**config.mk**
```make
export PLATFORM = sky130hd
export DESIGN_NAME = ram_burst_reader
export DESIGN_NICKNAME = d
export VERILOG_FILES = /design/src/rtl/ram_burst_reader_pkg.sv /design/src/rtl/ram_burst_reader_stream_out_reg.sv /design/src/rtl/ram_burst_reader.sv
export SDC_FILE = /design/constraint.sdc
export NUM_CORES = 1
export LEC_CHECK = 0
export ABC_AREA = 1
export CORE_UTILIZATION = 40
export CTS_CLUSTER_SIZE = 24
export DETAILED_ROUTE_END_ITERATION = 8
export HOLD_SLACK_MARGIN = 0.08
export PLACE_DENSITY = 0.8
export SYNTH_ARGS = -nofsm -noshare
export SYNTH_HDL_FRONTEND = slang
export SYNTH_SLANG_ARGS = --single-unit
```
**constraint.sdc**
```tcl
create_clock -name wr_clk -period 1.8 [get_ports wr_clk]
set_input_delay 0.27 -clock wr_clk [delete_from_list [all_inputs] [get_ports wr_clk]]
set_output_delay 0.27 -clock wr_clk [all_outputs]
set_load 0.02 [all_outputs]
```
**src/rtl/ram_burst_reader_pkg.sv**
```systemverilog
// ============================================================================
// Module      : ram_rd_pkg
// Description : Shared types and default widths for the RAM burst reader.
// Revision    : 1.0 - initial release
// ============================================================================
`default_nettype none

package ram_rd_pkg;

  localparam int unsigned DEF_DATA_WIDTH = 32;
  localparam int unsigned DEF_ADDR_WIDTH = 8;
  localparam int unsigned STATE_W        = 2;

  typedef enum logic [STATE_W-1:0] {
    IDLE   = 2'd0,
    READ   = 2'd1,
    DRAIN  = 2'd2,
    FINISH = 2'd3
  } rd_state_t;

endpackage : ram_rd_pkg

`default_nettype wire

```
**src/rtl/ram_burst_reader_stream_out_reg.sv**
```systemverilog
// ============================================================================
// Module      : stream_out_reg
// Description : Single-entry valid/data/last output register with load/pop.
// Revision    : 1.0 - initial release
// ============================================================================
`default_nettype none

module stream_out_reg
  import ram_rd_pkg::*;
#(
  parameter int unsigned DATA_WIDTH = DEF_DATA_WIDTH
) (
  input  logic                  clk_i,
  input  logic                  rst_i,
  input  logic                  load_i,
  input  logic [DATA_WIDTH-1:0] load_data_i,
  input  logic                  load_last_i,
  input  logic                  pop_i,
  output logic                  valid_o,
  output logic [DATA_WIDTH-1:0] data_o,
  output logic                  last_o
);

  logic                  valid_q, valid_d;
  logic [DATA_WIDTH-1:0] data_q,  data_d;
  logic                  last_q,  last_d;

  // A load in the same cycle as a pop replaces the consumed word.
  always_comb begin
    valid_d = valid_q;
    data_d  = data_q;
    last_d  = last_q;
    if (load_i) begin
      valid_d = 1'b1;
      data_d  = load_data_i;
      last_d  = load_last_i;
    end else if (pop_i) begin
      valid_d = 1'b0;
      last_d  = 1'b0;
    end
  end

  always_ff @(posedge clk_i or posedge rst_i) begin
    if (rst_i) begin
      valid_q <= 1'b0;
      data_q  <= '0;
      last_q  <= 1'b0;
    end else begin
      valid_q <= valid_d;
      data_q  <= data_d;
      last_q  <= last_d;
    end
  end

  assign valid_o = valid_q;
  assign data_o  = data_q;
  assign last_o  = last_q;

endmodule : stream_out_reg

`default_nettype wire

```
**src/rtl/ram_burst_reader.sv**
```systemverilog
// ============================================================================
// Module      : ram_burst_reader
// Description : Drains a contiguous RAM burst into a valid/ready stream.
// Revision    : 1.0 - initial release
// ============================================================================
`default_nettype none

module ram_burst_reader
  import ram_rd_pkg::*;
#(
  parameter int unsigned DATA_WIDTH = DEF_DATA_WIDTH,
  parameter int unsigned ADDR_WIDTH = DEF_ADDR_WIDTH,
  parameter int unsigned LEN_WIDTH  = ADDR_WIDTH + 1
) (
  input  logic                  wr_clk,
  input  logic                  reset,
  input  logic                  start,
  input  logic [ADDR_WIDTH-1:0] base_addr,
  input  logic [LEN_WIDTH-1:0]  length,
  output logic                  busy,
  output logic                  done,
  output logic                  rd_en,
  output logic [ADDR_WIDTH-1:0] read_addr,
  input  logic [DATA_WIDTH-1:0] read_data,
  output logic                  m_valid,
  input  logic                  m_ready,
  output logic [DATA_WIDTH-1:0] m_data,
  output logic                  m_last
);

  rd_state_t             state_q, state_d;
  logic [ADDR_WIDTH-1:0] addr_q,  addr_d;
  logic [LEN_WIDTH-1:0]  rem_q,   rem_d;

  logic fire;
  logic last_beat;
  logic pop;
  logic out_valid;

  // Issue a read only when the output slot is free or being emptied this cycle.
  assign fire      = (state_q == READ) && (!out_valid || m_ready) && (rem_q != '0);
  assign last_beat = (rem_q == LEN_WIDTH'(1));
  assign pop       = out_valid && m_ready;

  // ---------------------------------------------------------------- state reg
  always_ff @(posedge wr_clk or posedge reset) begin
    if (reset) begin
      state_q <= IDLE;
    end else begin
      state_q <= state_d;
    end
  end

  // --------------------------------------------------------------- next state
  always_comb begin
    state_d = state_q;
    case (state_q)
      IDLE: begin
        if (start) begin
          state_d = (length == '0) ? FINISH : READ;
        end
      end
      READ: begin
        if (fire && last_beat) begin
          state_d = DRAIN;
        end
      end
      DRAIN: begin
        if (pop) begin
          state_d = FINISH;
        end
      end
      FINISH:  state_d = IDLE;
      default: state_d = IDLE;
    endcase
  end

  // ------------------------------------------------------------------ outputs
  always_comb begin
    busy  = 1'b0;
    done  = 1'b0;
    rd_en = 1'b0;
    case (state_q)
      READ: begin
        busy  = 1'b1;
        rd_en = fire;
      end
      DRAIN:   busy = 1'b1;
      FINISH:  done = 1'b1;
      default: ;
    endcase
  end

  // ------------------------------------------------ address / length counters
  always_comb begin
    addr_d = addr_q;
    rem_d  = rem_q;
    if ((state_q == IDLE) && start && (length != '0)) begin
      addr_d = base_addr;
      rem_d  = length;
    end else if (fire) begin
      addr_d = addr_q + 1'b1;
      rem_d  = rem_q - 1'b1;
    end
  end

  always_ff @(posedge wr_clk or posedge reset) begin
    if (reset) begin
      addr_q <= '0;
      rem_q  <= '0;
    end else begin
      addr_q <= addr_d;
      rem_q  <= rem_d;
    end
  end

  assign read_addr = addr_q;

  // ------------------------------------------------------------ output stage
  stream_out_reg #(
    .DATA_WIDTH (DATA_WIDTH)
  ) u_out (
    .clk_i       (wr_clk),
    .rst_i       (reset),
    .load_i      (fire),
    .load_data_i (read_data),
    .load_last_i (last_beat),
    .pop_i       (pop),
    .valid_o     (out_valid),
    .data_o      (m_data),
    .last_o      (m_last)
  );

  assign m_valid = out_valid;

endmodule : ram_burst_reader

`default_nettype wire

```
Word level (Yosys, flattened, before mapping). Index checks and enable logic that the tools add are counted. W data, S select, Z words.

Add/subtract/negate cells: 2. Eq/ne operators: 7. Muxes and demuxes: 15. Reduce and logical (&&, ||, !) cells: 16.

Operators by type and width (number): $mux W9 (2); $reduce_bool A9 Y1 (2); $mux W8 (2); $eq A9 B1 Y1 const B (1); $logic_not A9 Y1 (1); $sub A9 B1 Y9 const B (1); $add A8 B1 Y8 const B (1); $mux W2 (4); $pmux W2 S4 (1); $logic_and A1 B1 Y1 (6); $mux W1 (6); $eq A2 B2 Y1 const B (2); $ne A2 B2 Y1 const B (2); $reduce_bool A2 Y1 (2); $reduce_and A3 Y1 (1); $eq A2 B1 Y1 const B (1); $logic_not A2 Y1 (1); $ne A2 B1 Y1 const B (1); $reduce_or A2 Y1 (1); $logic_not A1 Y1 (1); $logic_or A1 B1 Y1 (1).

Flip-flop bits (word level): 53. Input bits: 53. Output and inout bits: 45. Word-level logic and storage cells: 46.

Logic depth before layout (Yosys ltp). Gate-level depths: netlist of the first run.

Depth after elaboration: 7. Gate-level depth with buffers: 10. Mapped depth without buffers: 10.

By module. Synthesis of the first run repeated with hierarchy kept, for this count alone.

Cell total of the unflattened synthesis: 363. Area total of the unflattened synthesis: 2886.5 µm².

By module, submodules not included: ram_burst_reader (times used 1, cells an instance 218, area each 1505.2 µm², seq. area each 475.5 µm²); stream_out_reg (times used 1, cells an instance 145, area each 1381.3 µm², seq. area each 850.8 µm²).

Worst setup path after synthesis of the first run. No wires, ideal clock.

Kind: flip-flop to output port. Start point: register state_q[1]. End point: output port rd_en. Arrival time: 1248 ps. Data required time: 1530 ps. Setup slack: 282 ps. Cell stages (with the launch flop): 7. Path buffers: 1. Cells stage by stage: dfrtp_1 inv_1 ha_1 a21boi_1 nand2_4 inv_4 buf_6.

Longest elaborated chain between the ends: 4.

RTL lines: from (decl) (line ram_burst_reader.sv:31) `rd_state_t state_q, state_d;`; from (signal assigned) (line ram_burst_reader.sv:50) `state_q <= state_d;`; $eq A2 B1 Y1 * (line ram_burst_reader.sv:41, ram_burst_reader.sv:83); $logic_and A1 B1 Y1 (2 in a row) (line ram_burst_reader.sv:41) `assign fire = (state_q == READ) && (!out_valid || m_ready) && (rem_q != '0);`; $mux W1 * (line ram_burst_reader.sv:83) `case (state_q)`; to (decl) (line ram_burst_reader.sv:22) `output logic rd_en,`.

Every way passes the cells marked *; elsewhere a longest branch is shown, timed or not.

Worst setup path after layout of the first run.
Start point: register rem_q[0]. End point: output port rd_en.

Longest elaborated chain between the ends: 3.

RTL lines: from (decl) (line ram_burst_reader.sv:33) `logic [LEN_WIDTH-1:0] rem_q, rem_d;`; from (signal assigned) (line ram_burst_reader.sv:113) `rem_q <= rem_d;`; $reduce_bool A9 Y1 (line ram_burst_reader.sv:41); $logic_and A1 B1 Y1 (line ram_burst_reader.sv:41); $mux W1 (line ram_burst_reader.sv:83).

No other way between the ends.

==> flow_metrics.tcl, run 1 <==
set metrics [dict create \
    period_needed_ns 1.72 \
    r2r_cells 9 \
    gp_congestion 0.774 \
    hold_class "in -> async" \
    syn_to_final_growth_pct 39.9 \
    worst-path-buf-inv 4 \
    insertion_delay_ns 0.30 \
    synth_cells 339 \
    worst_path_dominant_cell_family "flip-flops" \
    drc 0 \
    synth_cell_types 28 \
    drive_gt1_frac 0.199 \
    finalNonFillerCells 546 \
    tns_ns 0 \
    start_util 0.415 \
    slew_violations 0 \
    placed_cells 536 \
    die_h_um 88.8 \
    path_max_fanout 2 \
    relSlewSlack 0.709 \
    wl_per_cell_um 12.7 \
    antenna_found_initial 0 \
    hold_viol 0 \
    max_cap_violations 0 \
    max_stage_delay_ns 0.40 \
    grt_pass1_wl_um 11500 \
    cp.depth 8 \
    wirelength_um 6940 \
    syn_area_sq_um 3010 \
    final.fill_count 629 \
    viasPerCell 4.70 \
    status "finished, final reports clean" \
    yosysSeqAreaShare 0.440 \
    yosys_warnings 0 \
    grt_pass1_vias 2558 \
    insertedDiodeCount 0 \
    core_area_sq_um 7250 \
    placed_cell_area_sq_um 4080 \
    worst_pin_slew_ns 0.437 \
    crit_path_start_kind "flip-flop" \
    cp_cell_sequence "inv_2 > ha_4 > inv_1 > nor2_2 > nand3_2 > nand2_4 > inv_4 > buf_4" \
    numClockSinks 53 \
    postSynthRegisterBits 53 \
    clkTransAtPathRegs_ns 0.10 \
    design_area_sq_um 4220 \
    cp.required_ns 1.53 \
    syn_area_per_cell_sq_um 8.89 \
    dr.pass1.iters 4 \
    rows 31 \
    tritoncts "done" \
    numCtsBuffers 5 \
    max_freq_mhz 580 \
    setup_viol 0 \
    grt_max_degree 54 \
    drt_iter0_drc 96 \
    finalCritPeriodShare 0.958 \
    dpl.hpwl_um 4930 \
    crit_type "reg -> out" \
    crit_path_end_kind "output pin" \
    die_w_um 88.8 \
    nNetsFinal 508 \
    dieArea_sq_um 7880 \
    ir_worst_vdd_v 0.000911 \
    grt_remaining_overflow 0 \
    powerDensity_nw_per_um2 1740 \
    p_leak_nw 2.06 \
    portBuffers 97 \
    root_buffer "clkbuf_8" \
    cp.arrival_ns 1.45 \
    htreeDepth 2 \
    vias 2568 \
    boundaryPins 98 \
    finalClockSkew_ns 0.00473 \
    syn-num-nets 401 \
    ant_nets 0 \
    grt_use_total 0.188 \
    crit_path_top_delay_cell "dfrtp_1" \
    cts_max_path_buffers 2 \
]
## power by group
part	total, W	switching (W)	internal, W
combinational	0.00441	0.00248	0.00193
sequential	0.00220	0.000435	0.00177
clock	0.000729	0.000409	0.000320
total	0.00734	0.00333	0.00402
## kinds of logic (layout without fill, tap and decap cells)
logic type	after synthesis	after routing	synth area share
AND/OR/NAND/NOR	225	225	0.405
flip-flops	53	53	0.440
buffers and inverters	38	146	0.0818
adder cells (fa/ha/maj)	9	9	0.0374
XOR/XNOR	9	9	0.0262
AO/OA/AOI/OAI	5	5	0.00914
## cell usage after synthesis, drive strengths merged
library cell / n / share of area
nand3b: 3 / 0.010
xor2: 7 / 0.020
o21ai: 4 / 0.0066
inv: 23 / 0.029
or2: 2 / 0.0042
nor2: 14 / 0.019
ha: 9 / 0.037
nor3: 1 / 0.0033
nand3: 76 / 0.20
nand2: 128 / 0.17
clkbuf: 1 / 0.0012
buf: 14 / 0.051
xnor2: 2 / 0.0058
a21boi: 1 / 0.0025
dfrtp: 53 / 0.44
nand4: 1 / 0.0021
## layer usage
metal / global-route usage / vias up / share of wire
met5: 0 / - / 0
met4: 0.0440 / 0 / 0.0050
met3: 0.0392 / 4 / 0.050
met2: 0.329 / 66 / 0.49
met1: 0.238 / 1206 / 0.45
li1: - / 1292 / -
## final timing paths
| check | startpoint | end | slack [ns] |
|---|---|---|---|
| worst max-delay path | rem_q[0] | rd_en | 0.08 |
| worst min-delay path | reset | u_out.data_o[22] | 0.32 |
| worst max register to register | rem_q[0] | rem_q[7] | 0.13 |
| worst min register to register | u_out.data_o[10] | u_out.data_o[10] | 0.48 |
| max in group asynchronous | reset | u_out.data_o[12] | 1.24 |
| min in group wr_clk | u_out.data_o[10] | u_out.data_o[10] | 0.48 |
## sequential cells by signal (all words and copies together) (netlist names)
signal         count
u_out.data_o      32
rem_q              9
read_addr          8
state_q            2
u_out.last_o       1
u_out.valid_o      1
## cells in the final DEF (no fill, tap or decap), drive strengths merged
cell,count
ha,9
clkdlybuf4s50,94
nand4,1
dfrtp,53
xnor2,2
xor2,7
inv,24
nand3b,3
or2,2
nor2,14
clkbuf,6
nor3,1
nand3,76
o21ai,4
buf,20
dlygate4sd2,1
clkinv,1
nand2,128
a21boi,1
## through the flow
step                worst slack (ns)  hold slack [ns]  power, W  utilization
floorplan                      0.244            0.380   0.00510            -
global placement              -0.285            0.463   0.00646        0.563
detailed placement            -0.311            0.464   0.00661        0.563
CTS                          0.00101            0.326   0.00739        0.579
global route                 -0.0145            0.365   0.00792        0.581
finish                        0.0762            0.323   0.00734        0.581
## area by class of cell
type | instances | area (sq um) | area share
clock buffers | 6 | 82.6 | 0.0196
flip-flops and latches | 53 | 1330 | 0.315
multi-input cells | 248 | 1460 | 0.346
repair buffers | 115 | 1120 | 0.265
inverters | 23 | 88.8 | 0.0211
well taps | 99 | 124 | 0.0294
clock inverters | 2 | 17.5 | 0.00416
## repair_timing
action | 4_1_cts | 5_1_grt
setup endpoints to repair | 54 | 51
hold buffers | 0 | 0
gates resized for setup | 10 | 8
pin swaps | 1 | 3
endpoints found under the hold margin | 0 | 0
setup buffers | 2 | 0
cloned | 0 | 0
## worst register-to-register path, stage by stage, from the launching register on
cell and delay [ns]:
dfrtp_1 0.40, inv_2 0.09, ha_4 0.13, inv_1 0.04, nor2_2 0.09, nand3_2 0.12
nand2_4 0.11, buf_6 0.36, nand3_1 0.17, nand3_1 0.11
No activity file was read; power rests on OpenSTA's default activity.
==> run 2, diff against run 1 <==
Settings changed: MAX_ROUTING_LAYER set to met4, SKIP_CTS_REPAIR_TIMING set to 1.
Clock period 1.8 ns to 2.15 ns, I/O delays scaled along.
==> run 2 against run 1 <==
- setup slack improved by 0.032 ns
- count of clock-buffer cells in the layout fell by 1
- clock power fell by 7.8%
- die area did not move
- routed wire length fell by 2.1%
- worst hold slack improved by 0.058 ns
- largest power group unchanged
- highest routed layer unchanged
==> flow_metrics.tcl, run 2 (synthesized netlist as in run 1, its figures left out) <==
set metrics [dict create \
    final_cell_mix "nand2_1, clkdlybuf4s50_1, dfrtp_1" \
    crit_type "reg -> out" \
    wirelength_um 6790 \
    die_w_um 88.8 \
    dieArea_sq_um 7880 \
    ir_worst_vdd_v 0.000697 \
    numClockSinks 53 \
    dpl.hpwl_um 4840 \
    antenna_found_initial 0 \
    cp.required_ns 1.83 \
    rsz0062_at_grt "no" \
    finalCritPeriodShare 0.950 \
    status "finished, final reports clean" \
    slew_violations 0 \
    hold_class "in -> async" \
    gp_congestion 0.768 \
    numCtsBuffers 5 \
    vias 2522 \
    period_needed_ns 2.04 \
    clkTransAtPathRegs_ns 0.09 \
    p_leak_nw 2.01 \
    root_buffer "clkbuf_8" \
    drc 0 \
    insertion_delay_ns 0.30 \
    final_common_cell "nand2_1" \
    boundaryPins 98 \
    insertedDiodeCount 0 \
    dr.pass1.iters 5 \
    largest_register_ffs 32 \
    grt_remaining_overflow 0 \
    powerDensity_nw_per_um2 1460 \
    finalNonFillerCells 532 \
    cts_max_path_buffers 2 \
    viasPerCell 4.74 \
    path_max_fanout 4 \
    grt_max_degree 52 \
    drive_gt1_frac 0.159 \
    ant_nets 0 \
    drt_iter0_drc 72 \
    design_area_sq_um 4110 \
    finalClockSkew_ns 0.00799 \
    syn_to_final_growth_pct 36.5 \
    rows 31 \
    max_freq_mhz 490 \
    grt_pass1_vias 2531 \
    cp.arrival_ns 1.72 \
    grt_use_total 0.189 \
    final.fill_count 650 \
    crit_path_start_kind "flip-flop" \
    die_h_um 88.8 \
    nNetsFinal 495 \
    htreeDepth 2 \
    relSlewSlack 0.606 \
    placed_cell_area_sq_um 4000 \
    start_util 0.415 \
    core_area_sq_um 7250 \
    crit_path_end_kind "output pin" \
    tritoncts "done" \
    max_cap_violations 0 \
    grt_pass1_wl_um 11300 \
    utilization 0.567 \
    tns_ns 0 \
    wl_per_cell_um 12.8 \
    worst_pin_slew_ns 0.592 \
    hold_viol 0 \
    portBuffers 97 \
    placed_cells 525 \
    setup_viol 0 \
]
run 2: worst max-delay path, stage by stage, from the launching register on:
cell and delay [ns]:
dfrtp_1 0.41, inv_1 0.10, ha_1 0.31, clkdlybuf4s50_1 0.61
run 2: area by class of cell:
type / count / area [sq um] / share of cell area
Inverter: 23 / 88.8 / 0.0216
Multi-Input combinational cell: 248 / 1440 / 0.351
Tap cell: 99 / 124 / 0.0301
Clock buffer: 5 / 68.8 / 0.0167
Sequential cell: 53 / 1330 / 0.322
Timing Repair Buffer: 102 / 1020 / 0.249
Clock inverter: 2 / 38.8 / 0.00943
run 2: through the flow:
step / setup WS (ns) / power, W / hold WS [ns]
floorplan: 0.541 / 0.00427 / 0.432
global placement: -0.0360 / 0.00528 / 0.465
detailed placement: -0.0452 / 0.00539 / 0.464
CTS: -0.277 / 0.00610 / 0.394
global route: 0.0475 / 0.00651 / 0.428
finish: 0.108 / 0.00602 / 0.381
run 2: final timing paths:
check,startpoint,slack (ns),end,depth (start not counted)
min in group wr_clk,u_out.data_o[27],0.49,u_out.data_o[27],2
hold reg to reg,u_out.data_o[27],0.49,u_out.data_o[27],2
hold / removal,reset,0.38,u_out.data_o[27],2
max in group asynchronous,reset,1.22,rem_q[3],3
setup reg to reg,rem_q[0],0.20,rem_q[7],9
setup / recovery,state_q[0],0.11,busy,3
run 2: report_power, final:
part / switching, W / total [W] / internal (W)
registers: 0.000401 / 0.00188 / 0.00148
clock network: 0.000327 / 0.000672 / 0.000345
logic: 0.00198 / 0.00347 / 0.00149
total: 0.00270 / 0.00602 / 0.00332
run 2: routing by layer:
layer  GRT usage  wire [um]
met5           -          0
met4      0.0469         67
met3      0.0354        387
met2       0.322       3330
met1       0.230       3000
==> run 3, diff against run 2 <==
Settings changed: SLEW_MARGIN set to 20.
==> results of run 3 <==
Final layout, timing and power as in run 2 (identical DEF).
